$ cat src/rtl/wr_addr_sequencer.sv
// ---------------------------------------------------------------------------
// wr_addr_sequencer
//
// Free-running write-address sequencer for the digitizer sample ring. The
// write address is generated internally by a wrapping counter. The ring
// freezes a programmable number of addresses after a trigger. The trigger and
// stop addresses are reported to readout, and a resume strobe restarts the ring.
// The address is re-timed through a register pipeline. The last register of
// that pipeline drives the address pins directly, with no logic after it.
//
// Parameters
//   WIDTH      address width in bits
//   MAX_ADDR   last address before the counter wraps to 0 (< 2**WIDTH)
//   OUT_DELAY  register stages from the internal counter to wraddr_o (>= 1)
//
// Ports
//   clk_i        in   write clock, all logic on the rising edge
//   rst_i        in   asynchronous reset, active high
//   enable_i     in   level: 1 lets the sequencer run, 0 returns it to IDLE
//   trig_i       in   trigger strobe, only accepted in RUN
//   resume_i     in   strobe releasing HALT back to RUN
//   posttrig_i   in   post-trigger address count, captured on the trigger
//   wraddr_o     out  write address, counter delayed by OUT_DELAY cycles
//   running_o    out  1 while in RUN or POST
//   halted_o     out  1 while in HALT
//   trig_addr_o  out  counter value at the accepted trigger (binary)
//   stop_addr_o  out  counter value held in HALT (binary)
//
// Configuration macro
//   WRADDR_GRAY_EN  when defined, the final pipeline stage registers the Gray
//                   code of the address, so wraddr_o is Gray-coded with the
//                   same latency. trig_addr_o and stop_addr_o stay binary.
//                   When undefined, wraddr_o is plain binary.
// ---------------------------------------------------------------------------
module wr_addr_sequencer #(
    parameter int WIDTH     = 10,
    parameter int MAX_ADDR  = 1023,
    parameter int OUT_DELAY = 2
) (
    input  logic             clk_i,
    input  logic             rst_i,
    input  logic             enable_i,
    input  logic             trig_i,
    input  logic             resume_i,
    input  logic [WIDTH-1:0] posttrig_i,
    output logic [WIDTH-1:0] wraddr_o,
    output logic             running_o,
    output logic             halted_o,
    output logic [WIDTH-1:0] trig_addr_o,
    output logic [WIDTH-1:0] stop_addr_o
);

    typedef enum logic [1:0] {
        IDLE = 2'd0,
        RUN  = 2'd1,
        POST = 2'd2,
        HALT = 2'd3
    } state_t;

    state_t           state_q;
    state_t           state_nxt;
    logic [WIDTH-1:0] cnt_q;
    logic [WIDTH-1:0] cnt_inc;
    logic [WIDTH-1:0] remain_q;
    logic [WIDTH-1:0] trig_addr_q;
    logic [WIDTH-1:0] stop_addr_q;
    logic             running_q;
    logic             halted_q;

    // The counter wraps explicitly at MAX_ADDR rather than relying on
    // overflow, so rings shorter than 2**WIDTH never emit out-of-range addresses.
    always_comb begin
        cnt_inc = (cnt_q == WIDTH'(MAX_ADDR)) ? '0 : cnt_q + WIDTH'(1);
    end

    // The next state is computed separately so that running/halted can be
    // registered from it. The flags then change on the same edge as the state register.
    // A low enable_i wins over every other condition.
    always_comb begin
        state_nxt = state_q;
        if (!enable_i) begin
            state_nxt = IDLE;
        end else begin
            case (state_q)
                IDLE:    state_nxt = RUN;
                RUN:     if (trig_i) state_nxt = POST;
                POST:    if (remain_q == '0) state_nxt = HALT;
                HALT:    if (resume_i) state_nxt = RUN;
                default: state_nxt = IDLE;
            endcase
        end
    end

    // Main sequencer: state register, counter, post-trigger countdown and the
    // reported addresses. The counter still advances on the trigger cycle itself.
    // POST spends one extra cycle with remain==0 to latch the stop address.
    // This gives stop = trig + posttrig + 1 modulo the ring length.
    // Triggers outside RUN are dropped here, not queued.
    always_ff @(posedge clk_i or posedge rst_i) begin
        if (rst_i) begin
            state_q     <= IDLE;
            cnt_q       <= '0;
            remain_q    <= '0;
            trig_addr_q <= '0;
            stop_addr_q <= '0;
            running_q   <= 1'b0;
            halted_q    <= 1'b0;
        end else begin
            state_q   <= state_nxt;
            running_q <= (state_nxt == RUN) || (state_nxt == POST);
            halted_q  <= (state_nxt == HALT);
            if (enable_i) begin
                case (state_q)
                    RUN: begin
                        cnt_q <= cnt_inc;
                        if (trig_i) begin
                            trig_addr_q <= cnt_q;
                            remain_q    <= posttrig_i;
                        end
                    end
                    POST: begin
                        if (remain_q != '0) begin
                            cnt_q    <= cnt_inc;
                            remain_q <= remain_q - WIDTH'(1);
                        end else begin
                            stop_addr_q <= cnt_q;
                        end
                    end
                    default: begin
                    end
                endcase
            end
        end
    end

    // Output re-timing. Every stage shifts on every cycle, so wraddr_o settles
    // on the held counter value OUT_DELAY cycles after the counter stops.
    // The optional Gray encode sits in front of the final register, not after it.
    // This keeps the pin register free of logic.
    logic [WIDTH-1:0] last_in;
    logic [WIDTH-1:0] last_enc;
    logic [WIDTH-1:0] wraddr_q;

    generate
        if (OUT_DELAY == 1) begin : g_direct
            assign last_in = cnt_q;
        end else begin : g_chain
            logic [WIDTH-1:0] mid_q [OUT_DELAY-1];

            // Intermediate delay stages between the counter and the pin register.
            always_ff @(posedge clk_i or posedge rst_i) begin
                if (rst_i) begin
                    for (int i = 0; i < OUT_DELAY - 1; i++) begin
                        mid_q[i] <= '0;
                    end
                end else begin
                    mid_q[0] <= cnt_q;
                    for (int i = 1; i < OUT_DELAY - 1; i++) begin
                        mid_q[i] <= mid_q[i-1];
                    end
                end
            end

            assign last_in = mid_q[OUT_DELAY-2];
        end
    endgenerate

`ifdef WRADDR_GRAY_EN
    assign last_enc = last_in ^ (last_in >> 1);
`else
    assign last_enc = last_in;
`endif

    // Final pin register. Nothing sits between it and wraddr_o, so it can be
    // packed into the I/O block.
    always_ff @(posedge clk_i or posedge rst_i) begin
        if (rst_i) begin
            wraddr_q <= '0;
        end else begin
            wraddr_q <= last_enc;
        end
    end

    assign wraddr_o    = wraddr_q;
    assign running_o   = running_q;
    assign halted_o    = halted_q;
    assign trig_addr_o = trig_addr_q;
    assign stop_addr_o = stop_addr_q;

endmodule

$ cat config.mk
export PLATFORM = sky130hd
export DESIGN_NAME = wr_addr_sequencer
export DESIGN_NICKNAME = d
export VERILOG_FILES = /design/src/rtl/wr_addr_sequencer.sv
export SDC_FILE = /design/constraint.sdc
export NUM_CORES = 1
export LEC_CHECK = 0
export BUFFER_PORTS_ARGS = -buffer_cell sky130_fd_sc_hd__buf_2
export CAP_MARGIN = 20
export CORE_ASPECT_RATIO = 1.75
export CORE_UTILIZATION = 52
export DETAILED_ROUTE_END_ITERATION = 6
export GPL_ROUTABILITY_DRIVEN = 0
export PLACE_DENSITY = 0.75
export REMOVE_ABC_BUFFERS = 1
export SETUP_SLACK_MARGIN = 0.02
export SLEW_MARGIN = 20
export SYNTH_ARGS = -nofsm -noshare
export SYNTH_HDL_FRONTEND = slang
export SYNTH_SLANG_ARGS = --single-unit
$ cat constraint.sdc
create_clock -name clk_i -period 5.96 [get_ports clk_i]
set_input_delay 1.788 -clock clk_i [delete_from_list [all_inputs] [get_ports clk_i]]
set_output_delay 1.788 -clock clk_i [all_outputs]
set_load 0.02 [all_outputs]
==> impl_metrics.env <==
export IMPL_setup_tns_ps=0
export IMPL_cp_required_ps=6150
export IMPL_final_seq_area_um2=1602
export IMPL_cts_tree="yes"
export IMPL_fillers=407
export IMPL_grtUsageMet1_pct=26.30
export IMPL_power_share_combinational_pct=22.0
export IMPL_cts_buffers=9
export IMPL_power_density_nw_per_um2=378.1
export IMPL_skew_ps=7.466
export IMPL_h_tree_depth=3
export IMPL_cts_path_max_buffers=2
export IMPL_hpwl_um=3780
export IMPL_synth_flop_cell="dfrtp_1"
export IMPL_ir_worst_vdd_v=0.0002662
export IMPL_rsz0062_at_grt="no"
export IMPL_ys_seq_elements=64
export IMPL_place_area_um2=3023
export IMPL_rows=34
export IMPL_antenna_found_initial=0
export IMPL_io_pins=47
export IMPL_grt_pass1_vias=1961
export IMPL_route_detailed_drc=9
export IMPL_fin_crit_ps=2895
export IMPL_fmax_mhz=345.5
export IMPL_synth_xor_area_share_pct=1.272
export IMPL_portBuffers=46
export IMPL_critPathKind="in -> reg"
export IMPL_die_width_um=57.03
export IMPL_clock_sinks=64
export IMPL_status="complete, but fails checks"
export IMPL_p_switching_mw=0.4163
export IMPL_synth_avg_cell_area_um2=12.47
export IMPL_grtUsageMet3_pct=5.033
export IMPL_seq_area_frac_synth_pct=58.13
export IMPL_synthCells=221
export IMPL_clkTransAtPathRegs_ps=70
export IMPL_via_count=1933
export IMPL_leakage_nw=1.553
export IMPL_violations="DRC"
export IMPL_drt_iter0_markers=82
export IMPL_max_slew_margin_pct=47.46
export IMPL_die_area_um2=5605
export IMPL_synth_simple_area_share_pct=13.49
export IMPL_grt_pass1_wl_um=9252
export IMPL_vias_per_cell=5.875
export IMPL_preCtsSetupSlack_ps=2702
export IMPL_setup_viol=0
export IMPL_endpoint_kind="flop"
export IMPL_dr_pass1_iters=6
export IMPL_grt_overflow_total=0
export IMPL_synth_cell_types=53
export IMPL_nNetsFinal=289
export IMPL_drt_wl_total_um=5490
export IMPL_multi_input_area_um2=1097
export IMPL_post_cts_buffers=0
export IMPL_tightest_slew_ps=788.1
export IMPL_synth_top_family_by_area="compound AO/OA/AOI/OAI gates"
export IMPL_ant_nets=0
export IMPL_drv_cap=0
export IMPL_grt_max_degree=65
export IMPL_yosys_warnings=0
export IMPL_arrival_ps=3080
export IMPL_fin_crit_sh_pct=48.57
export IMPL_grt_busiest_layer="met2"
export IMPL_synth_mux_area_fraction_pct=8.901
export IMPL_finalNonFillerCells=329
export IMPL_switching_share_pct=34.37
export IMPL_synthesis_area_um2=2755
export IMPL_p_int_mw=0.7951
export IMPL_grtUsageMet2_pct=35.84
export IMPL_grt_util_all_layers_pct=21.65
export IMPL_wl_per_cell_um=16.69
export IMPL_async_reset_ff_share_pct=100.0
export IMPL_clk_root_buffer_cell="clkbuf_8"
export IMPL_clkPwrFrac_pct=27.8
export IMPL_synth_adder_area_share_pct=1.817
export IMPL_die_h_um=98.29
export IMPL_cts_resized=0
export IMPL_area_delta_synth_final_pct=16.30
export IMPL_power_total_mw=1.211
export IMPL_worstHoldPathType="reg -> reg"
export IMPL_post_route_worst_setup_slack_ps=3065
export IMPL_initial_core_util_pct=54.89
export IMPL_seqPwrFrac_pct=50.2
export IMPL_synth_compound_area_share_pct=14.35
export IMPL_synth_edf_count=0
export IMPL_dp_cells=313
export IMPL_fin_area_um2=3204
export IMPL_clock_latency_ps=340
export IMPL_drv_slew=0
export IMPL_drive_above_1_share_pct=34.91
export IMPL_crit_path_start_kind="input pin"
export IMPL_finalHoldViolations=0
export IMPL_cp_max_fo=15
export IMPL_antenna_cells=0
export IMPL_fp_coreArea_um2=5020
export IMPL_cts_hold_buf=0
[power groups by stage]
| stage | clock, mW | combinational (mW) | sequential (mW) |
|---|---|---|---|
| final | 0.337 | 0.266 | 0.608 |
| after global routing | 0.359 | 0.294 | 0.625 |
| after CTS | 0.344 | 0.268 | 0.610 |
| after detailed placement | 0 | 0.267 | 0.619 |
| after global placement | 0 | 0.259 | 0.613 |
| after floorplan | 0 | 0.143 | 0.642 |
[critical path, stage by stage]
cell,delay [ps]
buf_2,220
nand3_1,560
o311ai_0,320
o311ai_0,180
[cells by family after synthesis]
group / count (synthesis)
fa+ha+maj: 4
xor+xnor: 4
compound gates: 52
flops: 64
mux: 22
simple gates: 61
buf+inv: 14
[synthesized netlist by cell type (2+ instances only)]
cell type	count	area share (%)
dfrtp_1	64	58
mux2_2	20	8.2
nand2_1	17	2.3
nor2_1	10	1.4
clkbuf_1	6	0.82
a21oi_1	5	0.91
inv_1	5	0.68
o21ai_0	5	0.91
o22ai_1	5	1.1
o31ai_1	5	1.4
a22oi_1	4	1.1
ha_1	4	1.8
nand3_1	4	0.73
o211ai_1	4	1.1
a21boi_0	3	0.82
a2bb2oi_1	3	0.95
buf_2	3	0.54
nand2b_1	3	0.68
nor2b_1	3	0.68
nor4_1	3	0.68
o311ai_0	3	0.95
xnor2_1	3	0.95
a2111oi_0	2	0.64
a211oi_1	2	0.54
a31oi_1	2	0.45
and2_1	2	0.45
and3_1	2	0.45
mux2i_1	2	0.73
nand3b_1	2	0.54
nand4_1	2	0.45
[path summary, 6_finish.rpt]
path | from | cells past startpoint | slack (ps) | end
setup / recovery | enable_i | 4 | 3070 | remain_q[9]
hold / removal | g_chain.mid_q[2] | 0 | 350 | wraddr_o[2]
setup reg to reg | remain_q[0] | 6 | 3550 | cnt_q[0]
hold reg to reg | g_chain.mid_q[2] | 0 | 350 | wraddr_o[2]
max in group asynchronous | rst_i | 3 | 3780 | halted_o
min in group asynchronous | rst_i | 3 | 1670 | trig_addr_o[4]
[sequential cells by signal, indices dropped and copies added (netlist names), 2 cells and up]
register	flops
remain_q	10
g_chain.mid_q	10
state_q	2
stop_addr_o	10
wraddr_o	10
trig_addr_o	10
cnt_q	10
[placed cells by master, fill, tap and decap left out, types with 3 or more instances in the layout]
master,synthesis,routed
nor4_1,3,3
o31ai_1,5,5
ha_1,4,4
clkbuf_8,0,10
a2bb2oi_1,3,3
nor2b_1,3,3
nand3_1,4,4
nand2_1,17,17
o22ai_1,5,5
mux2_2,20,20
a21oi_1,5,5
dfrtp_1,64,64
o21ai_0,5,5
o211ai_1,4,4
nor2_1,10,10
buf_2,3,46
a21boi_0,3,3
a22oi_1,4,4
nand2b_1,3,3
xnor2_1,3,3
inv_1,5,4
o311ai_0,3,3
[metal layers]
layer	vias to the layer above	wire [um]
met2	47	2960
met3	10	214
met4	0	99
met1	961	2216
li1	915	-
met5	-	0
[layout make-up]
cell class,instances,share of cell area (%)
flip-flops and latches,64,49.98
multi-input cells,143,34.24
repair buffers,47,7.419
clock buffers,10,4.295
well taps,54,2.109
clock inverters,6,1.367
inverters,5,0.5857
[through the flow]
| stage | util, % | hold slack, ps |
|---|---|---|
| 6_report | 63.83 | 351.3 |
| 3_3_place_gp | 60.22 | 331.5 |
| 4_1_cts | 63.83 | 351.6 |
| 2_1_floorplan | - | 331.2 |
| 5_1_grt | 63.83 | 357.5 |
| 3_5_place_dp | 60.22 | 335.5 |
Power figures use the tool's default switching activity.
